File: config.mk
export PLATFORM = sky130hd
export DESIGN_NAME = demux_1_to_k_buf_flat
export DESIGN_NICKNAME = d
export VERILOG_FILES = /design/src/rtl/demux_1_to_k_buf_if.sv /design/src/rtl/demux_1_to_k_buf.sv /design/src/flat_wrapper.sv
export SDC_FILE = /design/constraint.sdc
export NUM_CORES = 1
export LEC_CHECK = 0
export BUFFER_PORTS_ARGS = -buffer_cell sky130_fd_sc_hd__buf_4
export CORE_UTILIZATION = 50
export DETAILED_ROUTE_END_ITERATION = 16
export PLACE_DENSITY_LB_ADDON = 0.15
export SYNTH_ARGS = -nofsm -noshare
export SYNTH_HDL_FRONTEND = slang
export SYNTH_SLANG_ARGS = --single-unit
File: constraint.sdc
create_clock -name clk -period 2.9 [get_ports clk]
set_clock_uncertainty 0.15 [all_clocks]
set_input_delay 0.145 -clock clk [delete_from_list [all_inputs] [get_ports clk]]
set_output_delay 0.145 -clock clk [all_outputs]
set_load 0.005 [all_outputs]
File: src/rtl/demux_1_to_k_buf_if.sv
// Purpose: handshake/bus bundle between one producer, the 1-to-K demux and its K consumers.
// Signals:
//   in_valid/in_ready/in_data/sel : producer stream and destination lane
//   out_valid/out_ready/out_data  : K lane handshakes, lane i at out_data[i*SIZE +: SIZE]
//   sel_err                       : sticky out-of-range select flag
//   acc_cnt                       : count of accepted words
// Modports: master = producer/consumer side, slave = demux.
interface demux_1_to_k_buf_if #(
   parameter int unsigned K    = 4,
   parameter int unsigned SIZE = 16,
   parameter int unsigned CNTW = 16
);
   localparam int unsigned BIT = $clog2(K);

   logic              in_valid;
   logic              in_ready;
   logic [SIZE-1:0]   in_data;
   logic [BIT-1:0]    sel;
   logic [K-1:0]      out_valid;
   logic [K-1:0]      out_ready;
   logic [K*SIZE-1:0] out_data;
   logic              sel_err;
   logic [CNTW-1:0]   acc_cnt;

   modport master (
      output in_valid, in_data, sel, out_ready,
      input  in_ready, out_valid, out_data, sel_err, acc_cnt
   );

   modport slave (
      input  in_valid, in_data, sel, out_ready,
      output in_ready, out_valid, out_data, sel_err, acc_cnt
   );
endinterface

File: src/rtl/demux_1_to_k_buf.sv
// Purpose: steers one valid/ready word stream to one of K lanes, each with a 1-entry holding register.
// Ports:
//   clk     : rising-edge clock
//   rst     : synchronous active-high reset
//   bus     : demux_1_to_k_buf_if.slave (input stream, K output lanes, sel_err, acc_cnt)
// Configuration macro: DEMUX_AUTO_SEL_EN -- when defined the sel input is ignored and an internal
//   round-robin pointer picks the destination lane; undefined, the sel input picks it.
// in_ready is combinational (depends on sel and out_ready, never on in_valid); all other outputs
// come straight from registers.
module demux_1_to_k_buf #(
   parameter int unsigned K    = 4,
   parameter int unsigned SIZE = 16,
   parameter int unsigned CNTW = 16
) (
   input logic                clk,
   input logic                rst,
   demux_1_to_k_buf_if.slave  bus
);
   localparam int unsigned BIT = $clog2(K);

   logic [K-1:0]      full_q, full_d;
   logic [K*SIZE-1:0] data_q, data_d;
   logic [CNTW-1:0]   cnt_q, cnt_d;
   logic              err_q, err_d;
   logic [BIT-1:0]    dst;
   logic              dst_ok;
   logic              tgt_free;
   logic              acc;

`ifdef DEMUX_AUTO_SEL_EN
   logic [BIT-1:0] ptr_q, ptr_d;
   logic           unused_sel;

   // Round-robin dealer: pointer is always a legal lane.
   assign unused_sel = ^bus.sel;
   assign dst        = ptr_q;
   assign dst_ok     = 1'b1;
   assign ptr_d      = !acc ? ptr_q :
                       (ptr_q == BIT'(K-1)) ? '0 : ptr_q + BIT'(1);

   always_ff @(posedge clk) begin
      if (rst) ptr_q <= '0;
      else     ptr_q <= ptr_d;
   end
`else
   // Non-power-of-2 K leaves sel codes with no lane behind them.
   assign dst    = bus.sel;
   assign dst_ok = (32'(bus.sel) < K);
`endif

   // Ready, accept and per-lane next state; accept overrides a same-cycle pop on its lane.
   always_comb begin
      full_d   = full_q & ~bus.out_ready;
      data_d   = data_q;
      cnt_d    = cnt_q;
      err_d    = err_q;
      tgt_free = 1'b0;
      if (dst_ok) tgt_free = ~full_q[dst] | bus.out_ready[dst];
      bus.in_ready = dst_ok & tgt_free;
      acc = bus.in_valid & bus.in_ready;
      if (acc) begin
         full_d[dst]                   = 1'b1;
         data_d[32'(dst)*SIZE +: SIZE] = bus.in_data;
         cnt_d                         = cnt_q + CNTW'(1);
      end
      if (bus.in_valid && !dst_ok) err_d = 1'b1;
   end

   // State registers; reset drops any in-flight word.
   always_ff @(posedge clk) begin
      if (rst) begin
         full_q <= '0;
         data_q <= '0;
         cnt_q  <= '0;
         err_q  <= 1'b0;
      end else begin
         full_q <= full_d;
         data_q <= data_d;
         cnt_q  <= cnt_d;
         err_q  <= err_d;
      end
   end

   assign bus.out_valid = full_q;
   assign bus.out_data  = data_q;
   assign bus.acc_cnt   = cnt_q;
   assign bus.sel_err   = err_q;
endmodule

File: src/flat_wrapper.sv
// flat-port wrapper written by rule: the top's interface ports become plain ports
module demux_1_to_k_buf_flat 
#(
   parameter int unsigned K    = 4,
   parameter int unsigned SIZE = 16,
   parameter int unsigned CNTW = 16
)
  (clk, rst, bus_in_valid, bus_in_data, bus_sel, bus_out_ready, bus_in_ready, bus_out_valid, bus_out_data, bus_sel_err, bus_acc_cnt);
  demux_1_to_k_buf_if #(.K(K), .SIZE(SIZE), .CNTW(CNTW)) bus_i ();
  input logic clk;
  input logic rst;
  input wire logic [$bits(bus_i.in_valid)-1:0] bus_in_valid;
  input wire logic [$bits(bus_i.in_data)-1:0] bus_in_data;
  input wire logic [$bits(bus_i.sel)-1:0] bus_sel;
  input wire logic [$bits(bus_i.out_ready)-1:0] bus_out_ready;
  output wire logic [$bits(bus_i.in_ready)-1:0] bus_in_ready;
  output wire logic [$bits(bus_i.out_valid)-1:0] bus_out_valid;
  output wire logic [$bits(bus_i.out_data)-1:0] bus_out_data;
  output wire logic [$bits(bus_i.sel_err)-1:0] bus_sel_err;
  output wire logic [$bits(bus_i.acc_cnt)-1:0] bus_acc_cnt;
  assign bus_i.in_valid = bus_in_valid;
  assign bus_i.in_data = bus_in_data;
  assign bus_i.sel = bus_sel;
  assign bus_i.out_ready = bus_out_ready;
  assign bus_in_ready = bus_i.in_ready;
  assign bus_out_valid = bus_i.out_valid;
  assign bus_out_data = bus_i.out_data;
  assign bus_sel_err = bus_i.sel_err;
  assign bus_acc_cnt = bus_i.acc_cnt;
  demux_1_to_k_buf #(.K(K), .SIZE(SIZE), .CNTW(CNTW)) u_core (.clk(clk), .rst(rst), .bus(bus_i));
endmodule
Word level (Yosys, flattened, before mapping)
Index checks and enable logic that the tools add are counted.

storage, ports and cells
  flip-flop bits (word level) = 84
  bits in latches = 0
  memory bits (writable) = 0
  bits in read-only memories = 0
  bits of input ports = 25
  output and inout bits = 86
  word-level logic and storage cells = 24
  memories kept = 0

operators by class
  add/subtract/negate cells = 2
  $mul = 0
  divide/modulo/power cells = 0
  order comparisons = 2
  equality and inequality tests = 0
  shift-type cells = 2
  multiplexer cells = 8
  bitwise operators = 6
  reductions and logical operators = 1

operators by type and width
  cell                      count
  $bwmux 64                 1
  $shift 16x34->64 const A  1
  $shiftx 16x34->64         1
  $neg 6->34                1
  $add 16x1->16 const B     1
  $and 4x4->4               1
  $bmux 1 s2                2
  $mux 4                    1
  $not 4->4                 1
  $or 4x4->4                1
  $lt 2x3->1 const B        1
  $mux 1                    3
  $demux 1 s2               1
  $ge 2x1->1 const B        1
  $and 1x1->1               1
  $logic_and 1x1->1         1
  $not 1->1                 1
  $or 1x1->1                1

Logic depth before layout (Yosys ltp)
Gate-level depths: netlist (run 1).

  depth after elaboration = 6
  gate-level depth with buffers = 8
  depth with buffers taken out = 6

Worst setup path after synthesis (run 1)
OpenSTA, ideal clock, no wires.

  path type = register -> register
  start point = register u_core.full_q[0] (netlist: u_core.bus.out_valid[0])
  end point = register u_core.cnt_q[13] (netlist: u_core.bus.acc_cnt[13])
  library setup time = 0.121 ns
  data arrival time = 1.776 ns
  data required time = 2.629 ns
  slack = 0.853 ns
  stages on the path, launching flop included = 7
  path buffers = 2
  period minus slack after synthesis = 2.047 ns
  path through = dfxtp_1 nor2b_1 mux4_2 buf_6 buf_6 nor4_1 mux2_2

between the ends
  word-level cells in the longest chain between the ends = 5

RTL lines
  what                          line                    source
  from (decl)                   demux_1_to_k_buf.sv:21  logic [K-1:0] full_q, full_d;
  from (signal assigned)        demux_1_to_k_buf.sv:77  full_q <= full_d;
  $bmux 1 s2                    demux_1_to_k_buf.sv:58  if (dst_ok) tgt_free = ~full_q[dst] | bus.out_ready[dst];
  $mux 1 (implied by the code)  demux_1_to_k_buf.sv:58
  $not 1->1                     demux_1_to_k_buf.sv:58
  $or 1x1->1                    demux_1_to_k_buf.sv:58
  $and 1x1->1                   demux_1_to_k_buf.sv:60  acc = bus.in_valid & bus.in_ready;
  to (signal assigned)          demux_1_to_k_buf.sv:79  cnt_q <= cnt_d;
  to (decl)                     demux_1_to_k_buf.sv:23  logic [CNTW-1:0] cnt_q, cnt_d;

Every way passes these cells. The select of a mux whose other input is x is not followed.
A chain may end at the register's enable or synchronous reset.

Worst setup path after layout (run 1)
  start point = input port bus_out_ready[0]
  end point = output port bus_in_ready

between the ends
  word-level cells in the longest chain between the ends = 3

RTL lines
  what                          line                    source
  from (decl)                   flat_wrapper.sv:15      input wire logic [$bits(bus_i.out_ready)-1:0] bus_out_ready;
  $bmux 1 s2                    demux_1_to_k_buf.sv:58
  $mux 1 (implied by the code)  demux_1_to_k_buf.sv:58
  $or 1x1->1                    demux_1_to_k_buf.sv:58
  to (decl)                     flat_wrapper.sv:16      output wire logic [$bits(bus_i.in_ready)-1:0] bus_in_ready;

Every way passes these cells. The select of a mux whose other input is x is not followed.

==> metrics, run 1 <==
Distinct cells, synth=31; CTS buffer count=9; total grt overflow=0; Yosys top cell by area=dfxtp_1; Fmax=392 MHz; IO Port Bufs=109; top post-synthesis cells by area=dfxtp_1, nand4_1, a21oi_1, o21ai_0, clkbuf_1; top cell type's share of synthesized area=45.9%; die area=7670 um2; Initial Util=52.7%; CP Class=in2out; Tightest Pin Transition=0.872 ns; final period utilization=88.1%; Routed WL per cell=17.6 um; nature of the critical path endpoint=output pin; initial antenna violation count=0; CP Buf/Inv Count=5; core area=6940 um2; status=finished, final reports clean; Critical Path AT=2.26 ns; sequential area share after synthesis=45.9%; post-route minimum period=2.55 ns; post-cts sizing count=0; maximum clock path buffer count=2; Synthesized Nets=469; Critical Path RT=2.61 ns; first-pass GRT wire length=17700 um; Clock transition at path regs=0.09 ns; cell chain of the critical path=dlygate4sd3_1 -> buf_4 -> nor2b_1 -> mux4_2 -> inv_2 -> buf_12 -> buf_4; CP max-delay cell=mux4_2; total clock sinks=84; Top delay family on crit path=buffers and inverters; asr flop ratio synth=0%; share of cells above drive strength 1=25.3%; CP peak stage delay=0.72 ns; routability cong.=0.780; I/O pin count=111; Fill cells=574; overall routing resource usage=30.1%; chip height=87.6 um; RSZ-0062 raised after global routing=false; Setup Buffers After CTS=0; Clock Latency Late Sink=0.35 ns; Setup violations, final=0; placement row count=30; P&R area growth vs syn=33.9%; Post-synth top cells=dfxtp_1, a21oi_1, o21ai_0, nand4_1, clkbuf_1; Die X-Extent=87.6 um; CTS root buf=clkbuf_8; hold-fix buffer count after cts=20; Most used DFF post-synth=dfxtp_1; Final Hold Fails=0; Initial DRC Count=459; area of the multi-input gates=1760 um2; Worst Path Max Fanout=65; CTS tree=done; Avg Cell Area, Syn=8.42 um2; vias in the first global route=3420; total power=2.33 mW; YS warnings=0; most numerous cell in the Yosys netlist=dfxtp_1; DRC viols=0; Pins Over Slew Limit=0; htree depth=3; Antenna diodes=0; crit path launch type=input port; max-cap viol count=0; worst min path class=in2reg; Total Wirelength=11200 um; # nets final=571; EDFF count, synth=0; Pleak=1.84 nW; PwrDens=476 nW/um2; setup_tns=0 ns; VDD IR-drop max=0.000251 V; most used cell, CP=buf_4; fin cells=638; mapped cell area=3660 um2; vias per cell=6.02; register bit count reported by yosys=84; Pre-antenna DRT Iters=5; Slew HR=41.8%; placed insts=602; pin count of the biggest net entering global routing=88; Detail Route Antenna Nets=0; hpwl dp=7050 um; FF+latch area=1680 um2; total number of vias=3840; Mapped Cells=435
==> placed cells by master (no fill, tap or decap), types with 4 or more instances in the layout <==
master         count
a21oi_1           81
and2_1             4
buf_4            115
clkbuf_8          10
dfxtp_1           84
dlygate4sd3_1     20
ha_1               9
inv_1              7
nand2_1            8
nand3_1           11
nand4_1           66
nor2_1             4
nor2b_1            7
o21ai_0           67
o31ai_1           10
or4_1             10
==> sequential cells by signal, indices dropped and copies added, names as in the netlist <==
signal / count
u_core.bus.out_valid: 4
u_core.bus.acc_cnt: 16
u_core.bus.out_data: 64
==> power by group <==
part / switching [mW] / internal (mW) / leakage [nW] / total (mW)
registers: 0.00880 / 1.16 / 0.678 / 1.17
clock network: 0.431 / 0.513 / 0.110 / 0.944
logic: 0.135 / 0.0825 / 1.06 / 0.217
total: 0.575 / 1.76 / 1.84 / 2.33
==> metal layers <==
metal / part of all wire [%] / track usage (%)
met5: 0 / 0
met1: 41 / 41.5
met4: 3.5 / 14.5
met3: 9.3 / 5.18
met2: 47 / 46.0
==> path summary, 6_finish.rpt <==
check	endpoint	startpoint	slack [ns]	cells after the start
worst min register to register	u_core.bus.out_data[14]	u_core.bus.out_data[14]	0.33	2
worst max register to register	u_core.bus.out_data[56]	u_core.bus.out_valid[3]	0.64	6
worst min-delay path	u_core.bus.acc_cnt[1]	bus_in_valid	0.01	3
worst max-delay path	bus_in_ready	bus_out_ready[0]	0.35	7
==> tightest hold or removal path, stage by stage <==
cell and delay, ns:
buf_4 0.17, nand3_1 0.10, a21oi_1 0.06
==> metrics by stage <==
stage | utilization [%] | instance area [um2] | hold slack, ns | worst slack [ns]
after floorplan | - | 3660 | 0.149 | 0.853
after global placement | 64.4 | 4470 | 0.270 | 0.702
after detailed placement | 64.4 | 4470 | 0.275 | 0.580
after CTS | 70.6 | 4900 | 0.000643 | 0.379
after global routing | 70.6 | 4900 | 0.0117 | 0.259
final | 70.6 | 4900 | 0.0128 | 0.346
==> cells by family (layout without fill, tap and decap cells) <==
logic type	Yosys count	after routing	share of synthesized area, %
simple gates	126	126	20.9
other cells	1	1	0.102
fa+ha+maj	9	9	3.08
buf+inv	53	160	6.19
mux	4	4	1.54
flops	84	84	45.9
compound gates	158	158	22.3
==> area by class of cell <==
cell class / instances / area share (%)
well taps: 96 / 2.45
inverters: 8 / 0.613
flip-flops and latches: 84 / 34.3
repair buffers: 136 / 22.1
clock buffers: 11 / 2.88
multi-input cells: 298 / 35.9
clock inverters: 5 / 1.74
No activity file was read; power rests on OpenSTA's default activity.
==> inputs of run 2 (changes only) <==
--- a/config.mk
+++ b/config.mk
@@ -6,6 +6,7 @@
 export NUM_CORES = 1
 export LEC_CHECK = 0
 export BUFFER_PORTS_ARGS = -buffer_cell sky130_fd_sc_hd__buf_4
+export CORE_MARGIN = 2
 export CORE_UTILIZATION = 50
 export DETAILED_ROUTE_END_ITERATION = 16
 export PLACE_DENSITY_LB_ADDON = 0.15
==> run 2 against run 1 <==
Clock-buffer cell count is 2 lower. Wire length hardly changed. Design area is 0.97% higher. Via count is 2.1% higher. Core utilization is 1.6 points lower. Worst hold slack worse by 0.0021 ns. Power is 0.16% lower. Combinational power hardly changed. Final cell count is 1.6% higher. Critical path type is now in2reg. Largest cell class unchanged. Highest routed layer unchanged.
==> metrics, run 2 (synthesis gave the netlist of run 1 again) <==
chip height=89.6 um (+2.3%); total grt overflow=0 (unchanged); hpwl dp=7280 um (+3.2%); crit path launch type=input port; Initial Util=51.0% (-1.7 points); nature of the critical path endpoint=flop; most frequent cells in the layout=buf_4, dfxtp_1, a21oi_1, o21ai_0, nand4_1; Pre-antenna DRT Iters=5 (unchanged); Placed Area=4500 um2 (+0.48%); share of cells above drive strength 1=25.9% (+0.59 points); status=finished, final reports clean; worst hold slack=0.0107 ns (-0.00211 ns); pin count of the biggest net entering global routing=59 (-33%); total clock sinks=84 (unchanged); total number of vias=3922 (+2.1%); Fmax=364 MHz (-7.0%); Clock Latency Late Sink=0.35 ns (about the same); CTS tree=done; vias in the first global route=3371 (-1.4%); CP Class=in2reg; grt met1 use=39.3% (-2.2 points); Final Hold Fails=0 (unchanged); vias per cell=6.05 (+0.56%); placement row count=31 (+3.3%); Setup Buffers After CTS=0 (unchanged); max reg flops=64 (unchanged); DRC viols=0 (unchanged); I/O pin count=111 (unchanged); GR peak layer=met2; overall routing resource usage=27.8% (-2.3 points); RSZ-0062 raised after global routing=false; CTS buffer count=9 (unchanged); VDD IR-drop max=0.000224 V (-11%); worst min path class=in2reg; Total Wirelength=11200 um (about the same); fin area=4950 um2 (+0.97%); PwrDens=471 nW/um2 (-1.1%); first-pass GRT wire length=17200 um (-2.5%); post-route minimum period=2.75 ns (+0.192 ns); Critical Path RT=3.05 ns (+0.44 ns); GR Util met2=43.1% (-2.8 points); setup_tns=0 ns (unchanged); maximum clock path buffer count=2 (unchanged); Worst Path Max Fanout=31 (-52%); Critical Path AT=2.90 ns (+0.64 ns); routability cong.=0.826 (+5.9%); CTS root buf=clkbuf_8; Routed WL per cell=17.4 um (-1.5%); IO Port Bufs=109 (unchanged); Clock transition at path regs=0.09 ns (about the same); hold-fix buffer count after cts=23 (+15%); Pleak=1.88 nW (+1.7%); commonest non-fill, non-tap cell in the layout=buf_4; P&R area growth vs syn=35.2%; met3 Use GR=5.30% (+0.12 points); Antenna diodes=0 (unchanged); Detail Route Antenna Nets=0 (unchanged); final period utilization=94.7% (+6.6 points); Tightest Pin Transition=0.615 ns (-0.258 ns); post-cts sizing count=0 (unchanged); die area=8020 um2 (+4.6%); # nets final=578 (+1.2%); Setup violations, final=0 (unchanged); htree depth=3 (unchanged); Initial DRC Count=405 (-12%); max-cap viol count=0 (unchanged); Slew HR=59.0% (+17 points); core area=7180 um2 (+3.3%); initial antenna violation count=0 (unchanged); Fill cells=610 (+6.3%); Die X-Extent=89.6 um (+2.3%); Pins Over Slew Limit=0 (unchanged)
==> run 2: changes by cell type in the layout (fill, tap and decap cells not counted), sizes merged <==
cell | before | now
dlygate4sd3 | 20 | 23
inv | 8 | 9
clkinv | 2 | 3
clkbuf | 11 | 9
buf | 116 | 120
==> run 2: area by class of cell <==
class | instances | area (um2) | area share [%]
clock buffer | 9 | 124 | 2.50
clock inverter | 7 | 98.8 | 2.00
inverter | 8 | 30.0 | 0.607
multi-input combinational | 298 | 1760 | 35.5
sequential | 84 | 1680 | 34.0
tap | 99 | 124 | 2.50
timing repair buffer | 143 | 1130 | 22.9
==> run 2: power breakdown <==
part / leakage, nW / internal, mW / switching, mW
sequential: 0.678 / 1.16 / 0.00805
clock: 0.110 / 0.490 / 0.449
combinational: 1.09 / 0.0856 / 0.134
total: 1.88 / 1.74 / 0.591
==> run 2: path summary, 6_finish.rpt <==
check | slack, ns | endpoint | cells past startpoint | startpoint
worst min register to register | 0.33 | u_core.bus.out_data[48] | 2 | u_core.bus.out_data[48]
worst min-delay path | 0.01 | u_core.bus.acc_cnt[1] | 3 | bus_in_valid
worst max-delay path | 0.15 | u_core.bus.out_valid[2] | 9 | bus_out_ready[3]
worst max register to register | 0.17 | u_core.bus.out_valid[2] | 7 | u_core.bus.out_valid[2]
==> run 2: per-stage QoR <==
stage	cells	power [mW]	setup WS, ns	util [%]
after global placement	609	1.39	0.660	62.7
final	648	2.33	0.154	69.0
after global routing	648	2.39	0.0212	69.0
after detailed placement	609	1.39	0.616	62.7
after floorplan	435	1.29	0.853	-
after CTS	648	2.33	0.209	69.0
==> run 2: per-layer routing <==
layer	vias up	part of all wire, %
met5	-	0
met1	1849	41
li1	1844	-
met2	214	48
met3	15	9.4
met4	0	1.6
==> run 2: critical path: stages <==
cell and delay [ns]:
dlygate4sd3_1 0.54, buf_4 0.11, nor2b_1 0.03, mux4_2 0.62, inv_2 0.23, buf_4 0.35, nand3_1 0.13, a21oi_1 0.15
dlygate4sd3_1 0.56
==> inputs of run 3 (changes only) <==
--- a/config.mk
+++ b/config.mk
@@ -5,7 +5,7 @@
 export SDC_FILE = /design/constraint.sdc
 export NUM_CORES = 1
 export LEC_CHECK = 0
-export BUFFER_PORTS_ARGS = -buffer_cell sky130_fd_sc_hd__buf_4
+export BUFFER_PORTS_ARGS = -buffer_cell sky130_fd_sc_hd__buf_2
 export CORE_MARGIN = 2
 export CORE_UTILIZATION = 50
 export DETAILED_ROUTE_END_ITERATION = 16
==> run 3 against run 2 <==
Register-to-register slack better by 0.37 ns. Sequential share of layout area is 2.2 points higher. Wire length is 2.0% lower. Combinational power is 8% lower. Non-clock buffer count is 6 lower. Clock-buffer cell count is 3 higher. First-iteration DRC count is 4.4% lower. Worst hold slack better by 0.047 ns. Final cell count is 1.1% lower. Critical endpoint is now u_core.bus.out_data[36]. Via count is 1.7% lower. Flip-flop and latch count stayed put.
==> metrics, run 3 (synthesis gave the netlist of run 1 again) <==
status=finished, final reports clean; sw frac=23.9% (-1.5 points); htree depth=3 (unchanged); FF-to-FF Start=u_core.bus.out_valid[1]; Initial DRC Count=387 (-4.4%); Antenna diodes=0 (unchanged); Initial Util=51.0% (unchanged); most frequent cells in the layout=buf_2, dfxtp_1, a21oi_1, o21ai_0, nand4_1; Detail Route Antenna Nets=0 (unchanged); total clock sinks=84 (unchanged); placement row count=31 (unchanged); crit path launch type=input port; routability cong.=0.842 (+2.0%); Critical Path AT=2.54 ns (-0.36 ns); IO Port Bufs=109 (unchanged); Pleak=1.84 nW (-1.7%); setup_tns=0 ns (unchanged); nature of the critical path endpoint=flop; worst min path class=in2reg; hold-fix buffer count after cts=20 (-13%); Critical Path RT=3.01 ns (-0.04 ns); core area=7180 um2 (unchanged); R2R Setup Slk=0.54 ns (+0.37 ns); RSZ-0062 raised after global routing=false; Tightest Pin Transition=0.852 ns (+0.237 ns); Die X-Extent=89.6 um (unchanged); worst hold path cell count=3 (unchanged); maximum clock path buffer count=2 (unchanged); total number of vias=3857 (-1.7%); Clock transition at path regs=0.08 ns (about the same); final period utilization=83.7% (-11 points); Setup Buffers After CTS=0 (unchanged); Clock Latency Late Sink=0.35 ns (about the same); Setup violations, final=0 (unchanged); chip height=89.6 um (unchanged); Final Hold Fails=0 (unchanged); Total Wirelength=11000 um (-2.0%); internal power=1.77 mW (+1.5%); P_sw=0.553 mW (-6.4%); hpwl dp=6960 um (-4.4%); die area=8020 um2 (unchanged); vias in the first global route=3310 (-1.8%); dpl ws=0.501 ns (-0.115 ns); post-cts sizing count=0 (unchanged); CTS buffer count=9 (unchanged); CTS root buf=clkbuf_8; setup ws final=0.472 ns (+0.318 ns); VDD IR-drop max=0.000332 V (+48%); Routed WL per cell=17.2 um (-0.97%); Fmax=412 MHz (+13%); total grt overflow=0 (unchanged); DRC viols=0 (unchanged); # nets final=572 (-1.0%); share of cells above drive strength 1=25.3% (-0.59 points); initial antenna violation count=0 (unchanged); Comb power frac=8.7% (-0.7 points); PwrDens=499 nW/um2 (+5.9%); vias per cell=6.02 (-0.58%); FF-to-FF End=u_core.bus.out_data[63]; clock share of power=40.8% (+0.5 points); max reg flops=64 (unchanged); CP Class=in2reg; Slew HR=43.2% (-16 points); CTS tree=done; Worst Path Max Fanout=54 (+74%); Pre-antenna DRT Iters=6 (+1); commonest non-fill, non-tap cell in the layout=buf_2; share of total power in sequential cells=50.5% (+0.2 points); Pins Over Slew Limit=0 (unchanged); worst r2r path cells=6 (-1); first-pass GRT wire length=16800 um (-2.4%); I/O pin count=111 (unchanged); P&R area growth vs syn=27.0%; Worst Hold Launch=bus_in_valid; max-cap viol count=0 (unchanged); pin count of the biggest net entering global routing=65 (+10%); overall routing resource usage=27.1% (-0.65 points); post-route minimum period=2.43 ns (-0.318 ns); Hold EP=u_core.bus.out_valid[3]
[run 3: changes by cell type in the layout (fill, tap and decap cells not counted), moves of 2 or more]
cell / change
clkinv_4: -2
clkbuf_8: +2
buf_12: +2
buf_4: -114
buf_2: +109
dlygate4sd3_1: -3
[run 3: critical path, cell delays in order]
cell	delay [ns]
dlygate4sd3_1	0.53
buf_2	0.13
nor2b_1	0.12
mux4_2	0.68
buf_4	0.54
o21ai_0	0.21
a21oi_1	0.16
[run 3: routing by layer]
| layer | GRT usage [%] | vias up | wire length, um |
|---|---|---|---|
| li1 | - | 1827 | - |
| met1 | 39.0 | 1826 | 4680 |
| met2 | 40.7 | 184 | 5130 |
| met3 | 5.48 | 20 | 1020 |
| met4 | 9.36 | 0 | 185 |
| met5 | 0 | - | 0 |
[run 3: worst max path at each step]
stage / from / endpoint / slack, ns / depth (start not counted)
floorplan: u_core.bus.out_valid[0] / u_core.bus.acc_cnt[13] / 0.85 / 6
global placement: bus_sel[1] / u_core.bus.acc_cnt[0] / 0.55 / 6
detailed placement: bus_sel[1] / u_core.bus.acc_cnt[0] / 0.50 / 6
CTS: bus_out_ready[0] / u_core.bus.out_data[63] / 0.57 / 8
global route: bus_out_ready[1] / u_core.bus.out_data[36] / 0.29 / 7
finish: bus_out_ready[1] / u_core.bus.out_data[36] / 0.47 / 7
[run 3: layout make-up]
class | instances | area (um2)
Tap cell | 99 | 124
Timing Repair Buffer | 137 | 831
Multi-Input combinational cell | 298 | 1760
Clock buffer | 12 | 155
Clock inverter | 3 | 68.8
Inverter | 8 | 30.0
Fill cell | 627 | 2530
Sequential cell | 84 | 1680
[run 3: power groups by stage]
stage	logic (mW)	clock network (mW)	registers, mW
CTS	0.196	0.951	1.17
global placement	0.175	0	1.20
finish	0.202	0.945	1.17
global route	0.218	1.00	1.17
detailed placement	0.175	0	1.20
floorplan	0.0956	0	1.20
[run 3: per-stage QoR]
step	hold slack, ns	utilization (%)	power, mW	cell area, um2	cells
final	0.0581	64.8	2.32	4650	641
after global routing	0.0693	64.8	2.39	4650	641
after CTS	0.0466	64.8	2.32	4650	641
after detailed placement	0.273	58.9	1.37	4230	606
after global placement	0.274	58.9	1.37	4230	606
after floorplan	0.149	-	1.29	3660	435
